$ cat config.mk
export PLATFORM = sky130hd
export DESIGN_NAME = inst_fetch_unit_flat
export DESIGN_NICKNAME = d
export VERILOG_FILES = /design/src/rtl/inst_fetch_unit_pkg.sv /design/src/rtl/inst_fetch_unit_if.sv /design/src/rtl/inst_fetch_unit_if_id_reg.sv /design/src/rtl/inst_fetch_unit.sv /design/src/flat_wrapper.sv
export SDC_FILE = /design/constraint.sdc
export NUM_CORES = 1
export LEC_CHECK = 0
export BUFFER_PORTS_ARGS = -buffer_cell sky130_fd_sc_hd__buf_4
export CAP_MARGIN = 10
export CORE_UTILIZATION = 55
export CTS_CLUSTER_DIAMETER = 50
export CTS_CLUSTER_SIZE = 25
export DETAILED_ROUTE_END_ITERATION = 16
export PLACE_DENSITY = 0.95
export SYNTH_ARGS = -nofsm -noshare
export SYNTH_HDL_FRONTEND = slang
export SYNTH_SLANG_ARGS = --single-unit
$ cat constraint.sdc
create_clock -name clk -period 9.7 [get_ports clk]
set_input_delay 0.97 -clock clk [delete_from_list [all_inputs] [get_ports clk]]
set_output_delay 0.97 -clock clk [all_outputs]
set_load 0.01 [all_outputs]
$ cat src/rtl/inst_fetch_unit_pkg.sv
// Shared types and constants for the instruction-fetch unit.
package inst_fetch_unit_pkg;

    localparam int unsigned INSTR_W           = 32;
    localparam logic [31:0] HALT_WORD_DEFAULT = 32'hFFFF_FFFF;
    localparam logic [31:0] PC_STEP           = 32'd4;

    typedef enum logic [1:0] {
        ST_BOOT   = 2'd0,
        ST_RUN    = 2'd1,
        ST_HALTED = 2'd2,
        ST_FAULT  = 2'd3
    } fetch_state_t;

    // True when a byte PC is word aligned and indexes inside the instruction memory.
    function automatic logic pc_in_range(input logic [31:0] pc, input int unsigned words);
        return (pc[1:0] == 2'b00) && ({2'b00, pc[31:2]} < words);
    endfunction

endpackage

$ cat src/rtl/inst_fetch_unit_if.sv
// Instruction-memory bus: word address out, combinational instruction word back.
interface inst_fetch_unit_if;

    logic [31:0] imem_addr;
    logic [31:0] imem_instr;

    modport master (output imem_addr, input imem_instr);
    modport slave  (input imem_addr, output imem_instr);

endinterface

$ cat src/rtl/inst_fetch_unit_if_id_reg.sv
// IF/ID stage register: load captures a new word, flush clears only valid, otherwise hold.
module if_id_reg
    import inst_fetch_unit_pkg::*;
(
    input  logic               clk,
    input  logic               rst,
    input  logic               load,
    input  logic               flush,
    input  logic [INSTR_W-1:0] next_instr,
    input  logic [31:0]        next_pc,
    output logic [INSTR_W-1:0] instr,
    output logic [31:0]        pc,
    output logic [31:0]        pc_plus4,
    output logic               valid
);

    always_ff @(posedge clk or posedge rst) begin
        if (rst) begin
            instr    <= '0;
            pc       <= '0;
            pc_plus4 <= '0;
            valid    <= 1'b0;
        end else if (load) begin
            instr    <= next_instr;
            pc       <= next_pc;
            pc_plus4 <= next_pc + PC_STEP;
            valid    <= 1'b1;
        end else if (flush) begin
            valid    <= 1'b0;
        end
    end

endmodule

$ cat src/rtl/inst_fetch_unit.sv
// Instruction-fetch initiator: PC, boot delay, redirect/stall/halt control and address-fault trap.
module inst_fetch_unit
    import inst_fetch_unit_pkg::*;
#(
    parameter logic [31:0]        RESET_PC    = 32'h0000_0000,
    parameter int unsigned        MEM_WORDS   = 256,
    parameter int unsigned        BOOT_CYCLES = 4,
    parameter logic [INSTR_W-1:0] HALT_WORD   = HALT_WORD_DEFAULT
)
(
    input  logic                  clk,
    input  logic                  rst,
    input  logic                  stall,
    input  logic                  redirect_valid,
    input  logic [31:0]           redirect_pc,
    input  logic                  resume,
    inst_fetch_unit_if.master     imem,
    output logic [INSTR_W-1:0]    if_instr,
    output logic [31:0]           if_pc,
    output logic [31:0]           if_pc_plus4,
    output logic                  if_valid,
    output logic                  halted,
    output logic                  fault
);

    fetch_state_t state, state_next;
    logic [31:0]  pc, pc_next, pc_plus4;
    logic [7:0]   boot_cnt;
    logic         redirect_ok, seq_ok, is_halt;
    logic         load, flush;

    assign pc_plus4       = pc + PC_STEP;
    assign imem.imem_addr = {2'b00, pc[31:2]};
    assign redirect_ok    = pc_in_range(redirect_pc, MEM_WORDS);
    assign seq_ok         = pc_in_range(pc_plus4, MEM_WORDS);
    assign is_halt        = (imem.imem_instr == HALT_WORD);

    always_ff @(posedge clk or posedge rst) begin
        if (rst) begin
            state    <= ST_BOOT;
            pc       <= RESET_PC;
            boot_cnt <= 8'(BOOT_CYCLES);
        end else begin
            state <= state_next;
            pc    <= pc_next;
            if (state == ST_BOOT)
                boot_cnt <= boot_cnt - 8'd1;
        end
    end

    // A sequential overrun outranks a halt word in the same latch: the trap wins.
    always_comb begin
        state_next = state;
        case (state)
            ST_BOOT: begin
                if (boot_cnt <= 8'd1)
                    state_next = ST_RUN;
            end
            ST_RUN: begin
                if (redirect_valid)
                    state_next = redirect_ok ? ST_RUN : ST_FAULT;
                else if (!stall) begin
                    if (!seq_ok)
                        state_next = ST_FAULT;
                    else if (is_halt)
                        state_next = ST_HALTED;
                end
            end
            ST_HALTED: begin
                if (redirect_valid)
                    state_next = redirect_ok ? ST_RUN : ST_FAULT;
                else if (resume)
                    state_next = ST_RUN;
            end
            ST_FAULT: state_next = ST_FAULT;
        endcase
    end

    always_comb begin
        load    = 1'b0;
        flush   = 1'b0;
        pc_next = pc;
        case (state)
            ST_BOOT: ;
            ST_RUN: begin
                if (redirect_valid) begin
                    flush = 1'b1;
                    if (redirect_ok)
                        pc_next = redirect_pc;
                end else if (!stall) begin
                    load = 1'b1;
                    if (seq_ok)
                        pc_next = pc_plus4;
                end
            end
            ST_HALTED: begin
                flush = 1'b1;
                if (redirect_valid && redirect_ok)
                    pc_next = redirect_pc;
            end
            ST_FAULT: flush = 1'b1;
        endcase
    end

    if_id_reg u_if_id (
        .clk        (clk),
        .rst        (rst),
        .load       (load),
        .flush      (flush),
        .next_instr (imem.imem_instr),
        .next_pc    (pc),
        .instr      (if_instr),
        .pc         (if_pc),
        .pc_plus4   (if_pc_plus4),
        .valid      (if_valid)
    );

    assign halted = (state == ST_HALTED);
    assign fault  = (state == ST_FAULT);

endmodule

$ cat src/flat_wrapper.sv
// flat-port wrapper written by rule: the top's interface ports become plain ports
module inst_fetch_unit_flat import inst_fetch_unit_pkg::*;
#(
    parameter logic [31:0]        RESET_PC    = 32'h0000_0000,
    parameter int unsigned        MEM_WORDS   = 256,
    parameter int unsigned        BOOT_CYCLES = 4,
    parameter logic [INSTR_W-1:0] HALT_WORD   = HALT_WORD_DEFAULT
)
  (clk, rst, stall, redirect_valid, redirect_pc, resume, if_instr, if_pc, if_pc_plus4, if_valid, halted, fault, imem_imem_addr, imem_imem_instr);
  inst_fetch_unit_if imem_i ();
  input  logic clk;
  input  logic rst;
  input  logic stall;
  input  logic redirect_valid;
  input  logic [31:0] redirect_pc;
  input  logic resume;
  output logic [INSTR_W-1:0] if_instr;
  output logic [31:0] if_pc;
  output logic [31:0] if_pc_plus4;
  output logic if_valid;
  output logic halted;
  output logic fault;
  output wire logic [$bits(imem_i.imem_addr)-1:0] imem_imem_addr;
  input wire logic [$bits(imem_i.imem_instr)-1:0] imem_imem_instr;
  assign imem_imem_addr = imem_i.imem_addr;
  assign imem_i.imem_instr = imem_imem_instr;
  inst_fetch_unit #(.RESET_PC(RESET_PC), .MEM_WORDS(MEM_WORDS), .BOOT_CYCLES(BOOT_CYCLES), .HALT_WORD(HALT_WORD)) u_core (.clk(clk), .rst(rst), .stall(stall), .redirect_valid(redirect_valid), .redirect_pc(redirect_pc), .resume(resume), .imem(imem_i), .if_instr(if_instr), .if_pc(if_pc), .if_pc_plus4(if_pc_plus4), .if_valid(if_valid), .halted(halted), .fault(fault));
endmodule
== After elaboration in Yosys (flattened, before gate mapping) ==
Index checks and enable logic that the tools add are counted.

* Bits in registers: 139
* Input port bits: 69
* Output and inout port bits: 131
* Logic and storage cells: 56

* Add/sub/neg operators: 2
* Order comparisons: 3
* Eq/ne operators: 11
* Mux-type cells: 22
* Reductions and logical operators: 11

{| class="wikitable"
|+ Operator list
! kind !! count
|-
| $mux 32 || 5
|-
| $pmux 32 s2 || 1
|-
| $lt 30x9->1 const B || 2
|-
| $add 32x3->32 const B || 1
|-
| $eq 32x32->1 const B || 1
|-
| $mux 2 || 8
|-
| $le 8x1->1 const B || 1
|-
| $pmux 2 s4 || 1
|-
| $sub 8x1->8 const B || 1
|-
| $logic_not 2->1 || 3
|-
| $mux 1 || 6
|-
| $ne 3x2->1 const B || 2
|-
| $ne 3x3->1 const B || 2
|-
| $reduce_and 5->1 || 1
|-
| $eq 2x2->1 const B || 2
|-
| $ne 4x4->1 const B || 1
|-
| $reduce_and 4->1 || 1
|-
| $reduce_bool 2->1 || 2
|-
| $logic_and 1x1->1 || 3
|-
| $eq 2x1->1 const B || 1
|-
| $ne 2x1->1 const B || 1
|-
| $ne 2x2->1 const B || 1
|-
| $pmux 1 s2 || 1
|-
| $reduce_or 2->1 || 1
|}

== Depth between registers and ports, before layout ==
Gate-level depths: netlist of the first run.

* Depth in word-level cells: 7
* Mapped depth: 12
* Mapped depth without buffers: 9

== Modules after synthesis ==
Synthesis of the first run repeated with hierarchy kept, for this count alone.

* Cell total of the unflattened synthesis: 667
* Area, all modules: 7024.2 µm²

{| class="wikitable"
|+ By module, submodules not included
! module !! instances !! cells each !! area an instance (µm²)
|-
| if_id_reg || 1 || 336 || 4136.5
|-
| inst_fetch_unit || 1 || 331 || 2887.8
|}

== Worst setup path after synthesis of the first run ==
OpenSTA, ideal clock, no wires.

* Path type: flip-flop to flip-flop
* Start: register u_core.pc[7]
* End: register u_core.pc[3]
* Library setup time: 0.125 ns
* Arrival: 2.836 ns
* Data required time: 9.575 ns
* Path slack: 6.739 ns
* Stages on the path, launching flop included: 11
* Path buffers: 2
* Clock period less this slack: 2.961 ns
* Cell sequence: dfrtp_1 > buf_2 > nand3_1 > or4_4 > nor4_1 > xor2_1 > a2111oi_2 > nand3_2 > o21a_1 > buf_6 > mux2_4

* Word-level cells in the longest chain between the ends: 5

{| class="wikitable"
|+ Ends and longest elaborated chain
! what !! RTL line !! text
|-
| from (decl) || inst_fetch_unit.sv:27 || <nowiki>logic [31:0] pc, pc_next, pc_plus4;</nowiki>
|-
| from (signal assigned) || inst_fetch_unit.sv:45 || <nowiki>pc <= pc_next;</nowiki>
|-
| $add 32x3->32 || inst_fetch_unit.sv:32 || <nowiki>assign pc_plus4 = pc + PC_STEP;</nowiki>
|-
| $lt 30x9->1 || inst_fetch_unit_pkg.sv:17 || <nowiki>return (pc[1:0] == 2'b00) && ({2'b00, pc[31:2]} < words);</nowiki>
|-
| $logic_and 1x1->1 || inst_fetch_unit_pkg.sv:17 ||
|-
| $ne 3x2->1 (no line) || n/a ||
|-
| $reduce_and 5->1 (no line) || n/a ||
|}

No other way between the ends.
A chain may end at the register's enable or synchronous reset.

== Worst setup path in the final report of the first run ==
* Start: register u_core.pc[2]
* End: register u_core.pc[5]

* Word-level cells in the longest chain between the ends: 5
* Elaborated cells on any way between the ends: 9
* Classes of those cells: add/sub (1); order compare (1); eq/ne (1); mux (4); reduce/logical (2)

{| class="wikitable"
|+ Ends and longest elaborated chain
! what !! RTL line
|-
| $add 32x3->32 * || inst_fetch_unit.sv:32
|-
| $lt 30x9->1 / $mux 32 (equally long branches) || inst_fetch_unit_pkg.sv:17, inst_fetch_unit.sv:92
|-
| $logic_and 1x1->1 / $mux 32 (equally long branches) || inst_fetch_unit_pkg.sv:17, inst_fetch_unit.sv:90
|-
| $ne 3x2->1 (no line) / $mux 32 (equally long branches) || n/a
|-
| $reduce_and 5->1 (no line) / $pmux 32 s2 (equally long branches) || n/a
|}

Mark *: on every way between the ends. The rest lies on a longest branch, timed or not. The select of a mux whose other input is x is not followed.

==> impl_results.md, run 1 <==
* Share of cells above drive strength 1 at 0.272
* Root buffer cell: clkbuf_16
* Vias/cell at between 5 and 6
* Core area at 0.0117 mm²
* Clock Sink Count at approximately 140
* Die width at around 110 µm
* Finished Layout Cells at around 1000
* Seq/Total Area, Yosys at 0.511
* Crit path required time at 10.00 ns
* RSZ-0062 raised after global routing: false
* Skew-Pair Late Insertion Delay at between 0.4 and 0.5 ns
* Wire per inst at between 15 and 20 µm
* Worst-margin pin slew at a little over 1 ns
* Via Count at slightly below 6000
* IO buf count at just under 200
* All-layer global routing usage at 0.285
* Prevailing post-synth register cell: dfrtp_1
* First-pass GRT wire length at 27.7 mm
* Total CTS buffers at 17
* Worst reg2reg path startpoint: u_core.pc[2]$_DFFE_PP0P_
* Largest net degree at the start of global routing at 86
* Setup TNS at 0 ns
* Initial DRC Count at around 390
* Synth Instances at 750
* DRT Pass-1 Iters at 5
* Total Die Area at 0.0126 mm²
* Final critical-path required period at ~3.7 ns
* Max Freq at 0.272 GHz
* Power Dens Cells at 152 mW/mm²
* FILL cells at ~870
* Min-delay worst type: reg2reg
* Leakage at approximately 0.0045 µW
* Slew headroom at 0.318
* Final Hold Viols at 0
* Initial core utilization at 0.575
* Crit Path Class: reg2reg
* CTS resizes at 0
* Initial antenna violation count at 0
* Post-synth EDFFs at 0
* Die Y at ~110 µm
* Design area at roughly 0.0086 mm²
* Postcts setup bufs at 0
* Placement-stage cell area at 0.00797 mm²
* Hpwl dp at about 12 mm
* TritonCTS clock tree: yes
* Grt ovf at 0
* IO Pins at 200
* GP Congestion at 0.951
* Nets at ~970
* ANT cells at 0
* Crit path from: u_core.pc[2]$_DFFE_PP0P_
* Final period utilization at 0.378
* Reg clk slew, reported paths at approximately 0.060 ns
* Status: completed
* Mapped cell area at around 0.0067 mm²
* DRT antenna net count at 0
* # DRC at 0
* Fin util at 0.738
* Vias in the first global route at ~5500
* Worst Skew at 0.00529 ns
* Post-CTS Hold Buffers at 0
* Placed cells at between 1000 and 1500
* Fin. max-slew vios at 0
* Worst vdd ir at 0.000118 V
* Setup crit end kind: flip-flop
* Htree depth at 4
* Total Wirelength at between 15 and 20 mm
* Worst-path fanout max at 29
* Synth Warn # at 0
* Max Cap Viol at 0
* Synth Register Bits at around 140
* Floorplan row count at 39
* Final Setup Violations at 0
* Critical Path Source Type: flip-flop
* Hold_sp: u_core.boot_cnt[7]$_DFFE_PP0N_
* P&R area growth vs syn at 28.3%
* FFs w/ async S/R, synth at 1.00
* Synth cell types at 57
* Worst EP arrival at about 4.0 ns
* Avg Cell Area, Syn at roughly 8.9 µm²
* Maximum clock path buffer count at 2
## flip-flops by register name, indices dropped and copies added, names as in the netlist
register / cells
u_core.u_if_id.pc_plus4: 30
u_core.boot_cnt: 8
u_core.state: 2
u_core.u_if_id.instr: 32
u_core.pc: 32
u_core.u_if_id.valid: 1
u_core.u_if_id.pc: 32
## stage by stage
stage          total power, µW  hold slack [ns]  setup WS [ns]
2_1_floorplan              597            0.435           5.06
3_3_place_gp               624            0.452           6.21
3_5_place_dp               624            0.453           6.09
4_1_cts                   1310            0.463           6.05
5_1_grt                   1340            0.489           5.70
6_report                  1310            0.461           6.03
## worst max-delay path: stages (launching register included)
cell	delay, ns
dfrtp_1	0.48
ha_1	0.31
nand4_1	0.23
nor4_1	0.67
a21bo_2	0.27
nand4_1	0.11
a2111oi_2	0.27
nand3_2	0.22
o21a_1	0.55
o2bb2a_1	0.44
## where the power goes
group	switching, µW	internal, µW
combinational	22.0	19.9
sequential	0	572
clock	243	449
total	265	1040
## metal layers
layer	global-route usage	up-vias	routed length [µm]
li1	-	2749	-
met1	0.344	2773	7040
met2	0.473	227	8670
met3	0.0950	36	1280
met4	0.118	0	417
met5	0	-	0
## path summary, 6_finish.rpt
path / slack (ns) / depth (start not counted) / end
setup reg to reg: 6.03 / 9 / u_core.pc[5]$_DFFE_PP0P_
setup / recovery: 6.03 / 9 / u_core.pc[5]$_DFFE_PP0P_
hold reg to reg: 0.46 / 1 / u_core.boot_cnt[7]$_DFFE_PP0N_
min in group asynchronous: 0.57 / 2 / u_core.u_if_id.instr[29]$_DFFE_PP0P_
hold / removal: 0.46 / 1 / u_core.boot_cnt[7]$_DFFE_PP0N_
max in group asynchronous: 7.75 / 3 / u_core.u_if_id.pc[20]$_DFFE_PP0P_
## final cells by class
type / count / area (µm²) / share of cell area
inverter: 8 / 35.0 / 0.00407
clock buffer: 20 / 467 / 0.0542
clock inverter: 12 / 171 / 0.0199
sequential: 137 / 3430 / 0.399
timing repair buffer: 200 / 1500 / 0.175
tap: 143 / 179 / 0.0208
multi-input combinational: 528 / 2820 / 0.328
## cell families (layout without fill, tap and decap cells)
logic type / count (synthesis) / count (layout) / share of synthesized area
AOI/OAI and AO/OA: 81 / 81 / 0.0772
xor gates and xnor gates: 39 / 39 / 0.0509
adders and majority gates: 8 / 8 / 0.0149
buffers and inverters: 86 / 240 / 0.0703
DFF: 137 / 137 / 0.511
muxes: 6 / 6 / 0.00970
other: 1 / 2 / 0.000559
and+or+nand+nor: 392 / 392 / 0.265
## synthesized netlist by cell type, drive strengths merged, types with 2 or more instances
cell type,n,share of area
a221o,3,0.0045
a31oi,3,0.0028
or2,2,0.0019
nor2,19,0.011
o31a,2,0.0026
a21oi,11,0.0082
inv,8,0.0045
o211ai,3,0.0034
clkbuf,31,0.018
o21ai,37,0.028
ha,8,0.015
dfrtp,136,0.51
nand3,20,0.018
o2bb2ai,2,0.0026
nor4,19,0.019
buf,47,0.048
or3,4,0.0037
nand2,250,0.14
nand4,20,0.019
and3,5,0.0047
a211oi,4,0.0045
nand2b,2,0.0019
xor2,23,0.030
mux2i,5,0.0075
and2,29,0.027
xnor2,16,0.021
and4,3,0.0039
o21bai,2,0.0022
nor3,16,0.012
## cell usage in the layout, fill, tap and decap left out, drive strengths merged, types with 2 or more instances in the layout
master and instances:
a211oi 4, a21oi 11, a221o 3, a31oi 3, and2 29, and3 5
and4 3, buf 200, bufinv 4, clkbuf 20, clkinv 5, clkinvlp 3
conb 2, dfrtp 136, ha 8, inv 8, mux2i 5, nand2 250
nand2b 2, nand3 20, nand4 20, nor2 19, nor3 16, nor4 19
o211ai 3, o21ai 37, o21bai 2, o2bb2ai 2, o31a 2, or2 2
or3 4, xnor2 16, xor2 23
(Power assumes the default switching activity.)
==> inputs of run 2 (changes only) <==
CORE_UTILIZATION = 47   (was 55)
PLACE_DENSITY = 0.88   (was 0.95)
clock period = 3 ns   (was 9.7 ns; I/O delays follow)
==> run 2 against run 1 <==
Via count grew 4.7%. Largest cell class unchanged. Worst setup slack lost 5.9 ns. Clock skew grew 0.0011 ns. Power grew to 3.2 times the previous value. Core utilization shrank 8.8 points. Clock power grew to 3.2 times the previous value. Register-to-register slack lost 5.9 ns. Final cell count grew 7.5%.
==> impl_results.md, run 2 (synthesized netlist as in run 1, its figures left out) <==
* Status: completed
* GRT Max-Usage Layer: met2
* Worst vdd ir at 0.000343 V (+190%)
* Share of cells above drive strength 1 at 0.310 (+0.0386)
* Fin. max-slew vios at 0 (unchanged)
* Core area at 0.0139 mm² (+19%)
* Post-CTS Hold Buffers at 0 (unchanged)
* Final period utilization at 0.954 (+0.576)
* Via Count at 6059 (+4.7%)
* Most common cell after layout, fill and taps aside: nand2_1
* Die width at 121 µm (+8.0%)
* TritonCTS clock tree: yes
* Final Hold Viols at 0 (unchanged)
* DRT Pass-1 Iters at 5 (unchanged)
* Setup crit end kind: flip-flop
* Final critical-path required period at 2.86 ns (-0.807 ns)
* Hpwl dp at 13.7 mm (+9.5%)
* GP Congestion at 0.978 (+2.8%)
* Worst-margin pin slew at 0.794 ns (-0.229 ns)
* Crit path required time at 3.31 ns (-6.69 ns)
* DRT antenna net count at 0 (unchanged)
* Total Wirelength at 18.8 mm (+8.2%)
* Max Cap Viol at 0 (unchanged)
* R2r worst-path depth at 9 (unchanged)
* Maximum clock path buffer count at 2 (unchanged)
* Worst Skew at 0.00634 ns (+0.00105 ns)
* Htree depth at 4 (unchanged)
* Power Dens Cells at 463 mW/mm² (+210%)
* Initial DRC Count at 354 (-8.1%)
* Cell breakdown of the critical path: nand3_2 -> or4_4 -> nor3_1 -> o21ai_0 -> a2111oi_2 -> nand3_2 -> o21a_1 -> buf_4 -> and2_1
* Total CTS buffers at 17 (unchanged)
* IO Pins at 200 (unchanged)
* Met2 Usage GRT at 0.437 (-0.0361)
* Final Setup Violations at 0 (unchanged)
* Clock Sink Count at 137 (unchanged)
* Min-delay worst type: in2async
* WP buf/inv at 1 (+1)
* Skew-Pair Late Insertion Delay at 0.42 ns (about the same)
* Die Y at 121 µm (+8.0%)
* Combinational fraction of design power at 0.035 (+0.003)
* Fin util at 0.650 (-0.0880)
* FILL cells at 1155 (+32%)
* Top delay family on crit path: simple AND/OR/NAND/NOR gates
* First-pass GRT wire length at 29.9 mm (+8.3%)
* All-layer global routing usage at 0.268 (-0.0170)
* Slew headroom at 0.469 (+0.152)
* CTS resizes at 0 (unchanged)
* Nets at 1011 (+4.3%)
* Top Registers: u_core.pc x32, u_core.u_if_id.instr x32, u_core.u_if_id.pc x32
* Int Power at 3310 µW (+220%)
* ANT cells at 0 (unchanged)
* Setup TNS at 0 ns (unchanged)
* Vias in the first global route at 6000 (+8.3%)
* CP max stage delay at 0.61 ns (-0.06 ns)
* WHS at 0.0316 ns (-0.430 ns)
* Power consumption at 4180 µW (+220%)
* Floorplan row count at 43 (+10%)
* Total Die Area at 0.0148 mm² (+17%)
* Leakage at 0.00469 µW (+5.0%)
* Initial antenna violation count at 0 (unchanged)
* Met3 Usage GRT at 0.100 (+0.00506)
* Net Switching at 870 µW (+230%)
* Reg clk slew, reported paths at 0.06 ns (about the same)
* Net Sw Frac at 0.208 (+0.00500)
* Clk pwr share at 0.523 (-0.007)
* Root buffer cell: clkbuf_16
* Critical Path Source Type: flip-flop
* Commonest non-fill, non-tap cells in the layout: 250 x nand2_1, 239 x buf_4, 136 x dfrtp_1
* Initial core utilization at 0.483 (-0.0919)
* Wire per inst at 16.7 µm (+0.59%)
* Postcts setup bufs at 0 (unchanged)
* Worst EP arrival at 3.17 ns (-0.80 ns)
* Worst-path fanout max at 26 (-10%)
* Grt ovf at 0 (unchanged)
* Slowest-stage cell, CP: or4_4
* Most frequent CP cell: nand3_2
* CP Depth at 9 (unchanged)
* Vias/cell at 5.38 (-2.6%)
* IO buf count at 197 (unchanged)
* P&R area growth vs syn at 34.5%
* # DRC at 0 (unchanged)
* Crit Path Class: reg2reg
* Max Freq at 0.349 GHz (+28%)
* Sequential Power Share at 0.442 (+0.004)
* Largest net degree at the start of global routing at 68 (-21%)
* Met1 usage at 0.315 (-0.0288)
[run 2: changes by cell type in the layout (fill, tap and decap cells not counted), moves of 2 or more]
cell / previous run / this run
nor4_2: 1 / 3
buf_12: 0 / 3
buf_4: 200 / 239
clkinvlp_4: 3 / 5
nor4_1: 18 / 16
[run 2: final cells by class]
cell class | instances | area (µm²) | share of cell area
Timing Repair Buffer | 242 | 1850 | 0.206
Clock buffer | 21 | 480 | 0.0533
Sequential cell | 137 | 3430 | 0.380
Multi-Input combinational cell | 528 | 2850 | 0.316
Inverter | 8 | 33.8 | 0.00375
Tap cell | 180 | 225 | 0.0250
Clock inverter | 11 | 144 | 0.0160
[run 2: metal layers]
metal  share of wire  up-vias
met2            0.49      281
met4           0.028        0
met1            0.40     2906
met5               0        -
met3           0.086       40
li1                -     2832
[run 2: power by group through the flow]
stage	clock, µW	sequential (µW)	combinational, µW
3_3_place_gp	0	1880	144
5_1_grt	2310	1850	160
6_report	2190	1850	146
3_5_place_dp	0	1880	146
4_1_cts	2220	1850	147
2_1_floorplan	0	1880	47.3
[run 2: final timing paths]
path                                                    from                                    to  slack (ns)
min in group clk                         imem_imem_instr[30]  u_core.u_if_id.instr[30]$_DFFE_PP0P_        0.08
hold / removal                                           rst  u_core.u_if_id.instr[31]$_DFFE_PP0P_        0.03
hold reg to reg            u_core.u_if_id.pc[12]$_DFFE_PP0P_     u_core.u_if_id.pc[12]$_DFFE_PP0P_        0.47
setup / recovery                   u_core.pc[11]$_DFFE_PP0P_             u_core.pc[16]$_DFFE_PP0P_        0.14
max in group asynchronous                                rst        u_core.boot_cnt[2]$_DFFE_PP1N_        2.16
setup reg to reg                   u_core.pc[11]$_DFFE_PP0P_             u_core.pc[16]$_DFFE_PP0P_        0.14
[run 2: through the flow]
step,area (µm²),cells,setup WS (ns)
floorplan,6720,751,0.0388
global placement,8360,1095,0.180
detailed placement,8360,1095,0.0900
CTS,8990,1127,0.0917
global route,9020,1127,-0.0377
finish,9020,1127,0.137
[run 2: worst reg2reg max path, stage by stage (launching register included)]
cell	delay [ns]
dfrtp_1	0.36
nand3_2	0.15
or4_4	0.61
nor3_1	0.25
o21ai_0	0.17
a2111oi_2	0.44
nand3_2	0.13
o21a_1	0.24
buf_4	0.22
and2_1	0.19
